`config.mk`:
```
export PLATFORM = sky130hd
export DESIGN_NAME = pipe_hazard_ctrl
export DESIGN_NICKNAME = d
export VERILOG_FILES = /design/src/rtl/pipe_hazard_ctrl.sv
export SDC_FILE = /design/constraint.sdc
export NUM_CORES = 1
export LEC_CHECK = 0
export ABC_AREA = 1
export BUFFER_PORTS_ARGS = -buffer_cell sky130_fd_sc_hd__buf_2
export CORE_MARGIN = 2
export CORE_UTILIZATION = 55
export CTS_CLUSTER_SIZE = 14
export DETAILED_ROUTE_END_ITERATION = 8
export PLACE_DENSITY = 0.81
export SLEW_MARGIN = 10
export SYNTH_ARGS = -nofsm -noshare
export SYNTH_HDL_FRONTEND = slang
export SYNTH_SLANG_ARGS = --single-unit
export TNS_END_PERCENT = 20
```
`constraint.sdc`:
```
create_clock -name clk -period 2.2 [get_ports clk]
set_input_delay 0.22 -clock clk [delete_from_list [all_inputs] [get_ports clk]]
set_output_delay 0.22 -clock clk [all_outputs]
set_load 0.1 [all_outputs]
```
`src/rtl/pipe_hazard_ctrl.sv`:
```
// rtl/pipe_hazard_ctrl.sv - pipeline sequencing and hazard controller for the five-stage CPU
//
// Drives the active-low write enables (0 = load) and NOP-insertion controls of
// the PC, IF/ID, ID/EX and EX/MEM registers. Resolves load-use stalls,
// taken-branch flushes, multi-cycle mul/div occupancy of EX and data-memory
// wait, and counts front-end stall cycles.
//
// Ports:
//   clk, clr                       clock, async active-high reset
//   id_rs, id_rt, id_use_rs/rt     ID-stage source operands and their use flags
//   id_mdu_start                   ID instruction is a mul/div
//   ex_is_load, ex_rd              EX-stage load flag and destination register
//   ex_branch_taken                branch/jump resolved taken in EX
//   mem_wait                       data memory not ready, freeze everything
//   *_wen_n                        active-low pipeline register write enables
//   ifid_flush, idex_bubble,
//   exmem_bubble                   load NOP into the named register
//   mdu_busy                       registered, high while a mul/div owns EX
//   mdu_done                       final mul/div cycle, EX result valid
//   stall_cycles                   saturating count of cycles with pc_wen_n=1

module pipe_hazard_ctrl #(
  parameter int MDU_LAT = 32,
  parameter int CNT_W   = 6
) (
  input  logic        clk,
  input  logic        clr,
  input  logic [4:0]  id_rs,
  input  logic [4:0]  id_rt,
  input  logic        id_use_rs,
  input  logic        id_use_rt,
  input  logic        id_mdu_start,
  input  logic        ex_is_load,
  input  logic [4:0]  ex_rd,
  input  logic        ex_branch_taken,
  input  logic        mem_wait,
  output logic        pc_wen_n,
  output logic        ifid_wen_n,
  output logic        idex_wen_n,
  output logic        exmem_wen_n,
  output logic        ifid_flush,
  output logic        idex_bubble,
  output logic        exmem_bubble,
  output logic        mdu_busy,
  output logic        mdu_done,
  output logic [31:0] stall_cycles
);

  typedef enum logic {
    S_RUN = 1'b0,
    S_MDU = 1'b1
  } state_t;

  localparam logic [CNT_W-1:0] CNT_INIT = CNT_W'(MDU_LAT - 1);

  state_t             state_q, state_d;
  logic [CNT_W-1:0]   cnt_q, cnt_d;
  logic [31:0]        stall_q, stall_d;
  logic               load_use;

  // Register x0 is hard-wired zero, so a load targeting it never creates a hazard.
  assign load_use = ex_is_load && (ex_rd != 5'd0) &&
                    ((id_use_rs && (id_rs == ex_rd)) ||
                     (id_use_rt && (id_rt == ex_rd)));

  always_comb begin
    state_d      = state_q;
    cnt_d        = cnt_q;
    pc_wen_n     = 1'b0;
    ifid_wen_n   = 1'b0;
    idex_wen_n   = 1'b0;
    exmem_wen_n  = 1'b0;
    ifid_flush   = 1'b0;
    idex_bubble  = 1'b0;
    exmem_bubble = 1'b0;
    mdu_done     = 1'b0;

    if (clr) begin
      // Keep every pipeline register frozen while reset is held.
      pc_wen_n    = 1'b1;
      ifid_wen_n  = 1'b1;
      idex_wen_n  = 1'b1;
      exmem_wen_n = 1'b1;
    end else begin
      unique case (state_q)
        S_RUN: begin
          if (mem_wait) begin
            pc_wen_n    = 1'b1;
            ifid_wen_n  = 1'b1;
            idex_wen_n  = 1'b1;
            exmem_wen_n = 1'b1;
          end else if (ex_branch_taken) begin
            // Squash the two younger instructions; a mul/div among them never starts.
            ifid_flush  = 1'b1;
            idex_bubble = 1'b1;
          end else if (load_use) begin
            // Hold IF and ID one cycle; the load moves on to MEM where forwarding reaches it.
            pc_wen_n    = 1'b1;
            ifid_wen_n  = 1'b1;
            idex_bubble = 1'b1;
          end else if (id_mdu_start) begin
            state_d = S_MDU;
            cnt_d   = CNT_INIT;
          end
        end

        S_MDU: begin
          if (mem_wait) begin
            pc_wen_n    = 1'b1;
            ifid_wen_n  = 1'b1;
            idex_wen_n  = 1'b1;
            exmem_wen_n = 1'b1;
          end else if (cnt_q != '0) begin
            // Mul/div keeps EX; feed NOPs downstream so MEM/WB drain.
            pc_wen_n     = 1'b1;
            ifid_wen_n   = 1'b1;
            idex_wen_n   = 1'b1;
            exmem_bubble = 1'b1;
            cnt_d        = cnt_q - 1'b1;
          end else begin
            mdu_done = 1'b1;
            state_d  = S_RUN;
          end
        end

        default: state_d = S_RUN;
      endcase
    end
  end

  always_comb begin
    stall_d = stall_q;
    if (pc_wen_n && (stall_q != 32'hFFFF_FFFF)) begin
      stall_d = stall_q + 32'd1;
    end
  end

  always_ff @(posedge clk or posedge clr) begin
    if (clr) begin
      state_q <= S_RUN;
      cnt_q   <= '0;
      stall_q <= '0;
    end else begin
      state_q <= state_d;
      cnt_q   <= cnt_d;
      stall_q <= stall_d;
    end
  end

  assign mdu_busy     = (state_q == S_MDU);
  assign stall_cycles = stall_q;

endmodule
```
* Word level (Yosys, flattened, before mapping) *
Index checks and enable logic that the tools add are counted.

word-level totals
  flip-flop bits (word level) = 39
  bits of input ports = 23
  output and inout port bits = 41

operators by class
  add/sub/neg operators = 2
  equal/unequal tests = 9
  mux-type cells = 38
  bitwise operators = 2
  reductions and logical operators = 9

operators with widths
  operator                 number
  $mux W6                  6
  $add A32 B1 Y32 const B  1
  $ne A32 B32 Y1 const B   1
  $mux W1                  28
  $pmux W6 S2              1
  $eq A5 B5 Y1             2
  $ne A2 B2 Y1 const B     5
  $reduce_and A7 Y1        1
  $pmux W1 S2              3
  $reduce_bool A6 Y1       1
  $sub A6 B1 Y6 const B    1
  $logic_and A1 B1 Y1      5
  $reduce_bool A5 Y1       1
  $ne A2 B1 Y1 const B     1
  $not A1 Y1               2
  $logic_or A1 B1 Y1       1

* Longest topological paths before layout *
  depth in word-level cells = 10
  gate-level depth with buffers = 12
  mapped depth without buffers = 11

* Worst setup path before layout *
Ideal clock, no wire load.

  kind = reg-to-output
  start point = register state_q (netlist: mdu_busy)
  end point = output port pc_wen_n
  arrival time = 3.726 ns
  setup slack = -1.746 ns
  cell stages (with the launch flop) = 7
  cell sequence = dfrtp_1 > nor2_1 > nor2_1 > inv_1 > nand2_2 > buf_2 > buf_4

on the way
  word-level cells in the longest chain between the ends = 3

RTL lines
  item                      line  text
  start: declaration        56    state_t state_q, state_d;
  start signal: assignment  144   state_q <= state_d;
  $not A1 Y1                --
  $pmux W1 S2 *             --
  $mux W1 *                 --
  end: declaration          37    output logic pc_wen_n,

Every way passes the cells marked *; elsewhere a longest branch is shown, timed or not.

* Worst setup path after layout *
  start point = register cnt_q[3]
  end point = output port ifid_wen_n

on the way
  word-level cells in the longest chain between the ends = 5

RTL lines
  item                      line  text
  start: declaration        57    logic [CNT_W-1:0] cnt_q, cnt_d;
  start signal: assignment  145   cnt_q <= cnt_d;
  $reduce_bool A6 Y1        113   end else if (cnt_q != '0) begin
  $mux W1                   113
  $mux W1                   108   if (mem_wait) begin
  $pmux W1 S2               85    unique case (state_q)
  $mux W1                   78    if (clr) begin
  end: declaration          38    output logic ifid_wen_n,

No other way between the ends.

==> results by group <==
Cells and area
  – Area Overhead vs Synth: 21.2%
  – Antenna cells: 0
  – Most frequent cells in the layout: 160 x nand2_1, 61 x buf_2, 47 x nor2_1
  – Final Net Count: 517
  – Layout cells sized above 1: 20.1%
  – Leading cell type in the layout, fill and taps excluded: nand2_1
  – Design area: 0.00341 mm^2

Timing
  – Clk_skew: 0.00715 ns
  – Final Hold Viols: 0
  – Final period util: 92.8%
  – Final count of pins violating max slew: 0
  – Rel. slew slack: 67.8%
  – Final worst slack: 0.158 ns
  – Tmin final: 2.04 ns
  – Final Setup Violations: 0
  – Worst hold margin: 0.240 ns
  – RSZ-0062 raised after global routing: no
  – Worst-margin pin slew: 0.479 ns
  – Fmax: 490 MHz

Floorplan
  – Row Count: 26
  – Total die area: 0.00571 mm^2
  – IO Count: 64
  – Die height: 75.6 um
  – Initial Util: 56.2%
  – Die Wd: 75.6 um
  – Core Area: 0.00501 mm^2

CTS
  – CTS max path bufs: 2
  – Clock sink total: 39
  – Postcts setup bufs: 0
  – Clk root buf: clkbuf_8
  – Clock transition at the registers of the reported paths: 0.08 ns
  – Insertion delay to the later sink of the worst-skew pair: 0.30 ns
  – # H-tree levels: 2
  – CTS tree: yes
  – Num CTS Buffers: 5

Setup path
  – Critical Path RT: 1.98 ns
  – Crit path capture type: output port
  – Critical path cell sequence: nor2_1, nand3_2, nor2_4, nor2_4, inv_1, nand2_4, buf_12
  – Critical path's top delay family: simple AND/OR/NAND/NOR gates
  – CP startpoint kind: register
  – Worst-path maximum fanout: 19
  – WP data arrival: 1.82 ns
  – CP bufs+invs: 2
  – Slowest-stage cell, CP: dfrtp_1
  – Worst reg2reg setup slack: 0.17 ns
  – Most frequent CP cell: nor2_4
  – CP peak stage delay: 0.43 ns
  – Type of the worst setup path: register to output port

Place
  – Gpl congestion: 1.00
  – DP Wirelength: 5.38 mm
  – Placed inst area: 0.00326 mm^2
  – Port-buffer cells: 63
  – DP Worst Slack: 0.194 ns

Route
  – Vias per cell: 4.94
  – First DRT Iteration DRCs: 234
  – Drt pass-1 iters: 4
  – DRT Wirelength: 6.90 mm
  – Vias post-DR: 2,777
  – Avg WL per Cell: 12.3 um
  – # DRC: 0
  – Post-route ant nets: 0

Yosys
  – Post-Synthesis Cell Area: 0.00282 mm^2
  – Mapped Cells: 425
  – Largest family of logic cells by synthesized area: simple AND/OR/NAND/NOR gates
  – XOR/XNOR Fraction of Synth Area: 9.95%
  – Mean Syn Cell Area: 6.63 um^2
  – Syn_nets: 451
  – Ys Warns: 0
  – Synth Area in Adders: 1.33%
  – Post-synthesis mux area share: 0%
  – Synth unique cells: 26
  – Seq/Total Area, Yosys: 34.7%
  – Number of storage elements in the synthesis netlist: 39
  – Synth Area in Simple Gates: 44.0%
  – Synth Area in Compound Gates: 1.55%

Outcome
  – Status: complete, no violations

Hold path
  – Hold crit path type: input pin to register

Global route
  – Initial antenna violation count: 0
  – Pin count of the biggest net entering global routing: 33
  – Total gr overflow: 0
  – First-pass GRT wire length: 11.8 mm
  – Vias in the first global route: 2,558
  – Overall Global Routing Usage: 26.6%

Power
  – VDD IR max: 0.743 mV
  – Pwr per Cell Area: 896 mW/mm^2
  – Leakage: 0.00183 uW

Flow run
  – Max cap viols: 0
final timing paths:
| kind | from | endpoint | depth (start not counted) |
|---|---|---|---|
| min in group asynchronous | clr | cnt_q[1]$_DFFE_PP0P_ | 3 |
| max in group asynchronous | clr | stall_cycles[18]$_DFFE_PP0P_ | 4 |
| min reg2reg | stall_cycles[31]$_DFFE_PP0P_ | stall_cycles[31]$_DFFE_PP0P_ | 2 |
| max | cnt_q[3]$_DFFE_PP0P_ | ifid_wen_n | 7 |
| max reg2reg | stall_cycles[0]$_DFFE_PP0P_ | stall_cycles[19]$_DFFE_PP0P_ | 9 |
| min | id_mdu_start | mdu_busy$_DFFE_PP0N_ | 3 |
registers in the layout, summed over array words and instances (netlist names):
name	cells
cnt_q	6
mdu_busy	1
stall_cycles	32
what timing repair did:
item	in CTS	in global routing
endpoints found under the hold margin	6	0
hold buffers	1	0
resized for setup	1	4
setup endpoints to repair	2	34
per-stage QoR:
stage	setup TNS, ns	total power, uW	util (%)	std cells
after detailed placement	0	2420	65.1	553
after global routing	0	3240	68.1	562
after global placement	0	2380	65.1	553
after floorplan	-0.516	2160	-	425
final	0	3060	68.1	562
after CTS	0	3060	67.7	562
logic make-up after synthesis:
kind of cell | count (synthesis)
xor gates and xnor gates | 32
adders and majority gates | 3
AOI/OAI and AO/OA | 8
buffers and inverters | 55
DFF | 39
and+or+nand+nor | 288
metal layers:
| layer | vias up | global-route usage (%) | part of all wire (%) |
|---|---|---|---|
| li1 | 1447 | - | - |
| met5 | - | 0 | 0 |
| met1 | 1265 | 38.3 | 50 |
| met4 | 0 | 5.65 | 0.94 |
| met2 | 59 | 42.5 | 45 |
| met3 | 6 | 4.37 | 3.9 |
Yosys cell counts, drive strengths merged:
| master | number | area share (%) |
|---|---|---|
| xnor2 | 8 | 2.5 |
| ha | 3 | 1.3 |
| nand3b | 2 | 0.53 |
| nand3 | 41 | 7.3 |
| buf | 10 | 2.5 |
| xor2 | 24 | 7.5 |
| clkinv | 1 | 0.13 |
| a21oi | 2 | 0.36 |
| nor3 | 19 | 3.7 |
| or2 | 1 | 0.22 |
| o22ai | 1 | 0.22 |
| nand4 | 7 | 2.1 |
| a21boi | 1 | 0.27 |
| nand2 | 164 | 22 |
| nor2 | 54 | 7.7 |
| o21ai | 4 | 0.71 |
| inv | 44 | 5.9 |
| dfrtp | 39 | 35 |
report_power, final:
group,internal [uW],switching [uW]
combinational,340,1080
sequential,848,158
clock,367,267
total,1560,1500
area by class of cell:
| type | count | area, um^2 |
|---|---|---|
| inverter | 45 | 173 |
| fill | 476 | 1600 |
| multi-input combinational | 331 | 1660 |
| clock inverter | 2 | 35.0 |
| timing repair buffer | 69 | 393 |
| tap | 70 | 87.6 |
| clock buffer | 6 | 82.6 |
| sequential | 39 | 982 |
worst reg2reg max path, delay by kind of cell, from the launching register on:
kind                     cells  cell delay [ns]
adder cells (fa/ha/maj)      1             0.25
buffers and inverters        1             0.31
flip-flops                   1             0.41
AND/OR/NAND/NOR              7             0.95
(Power assumes the default switching activity.)
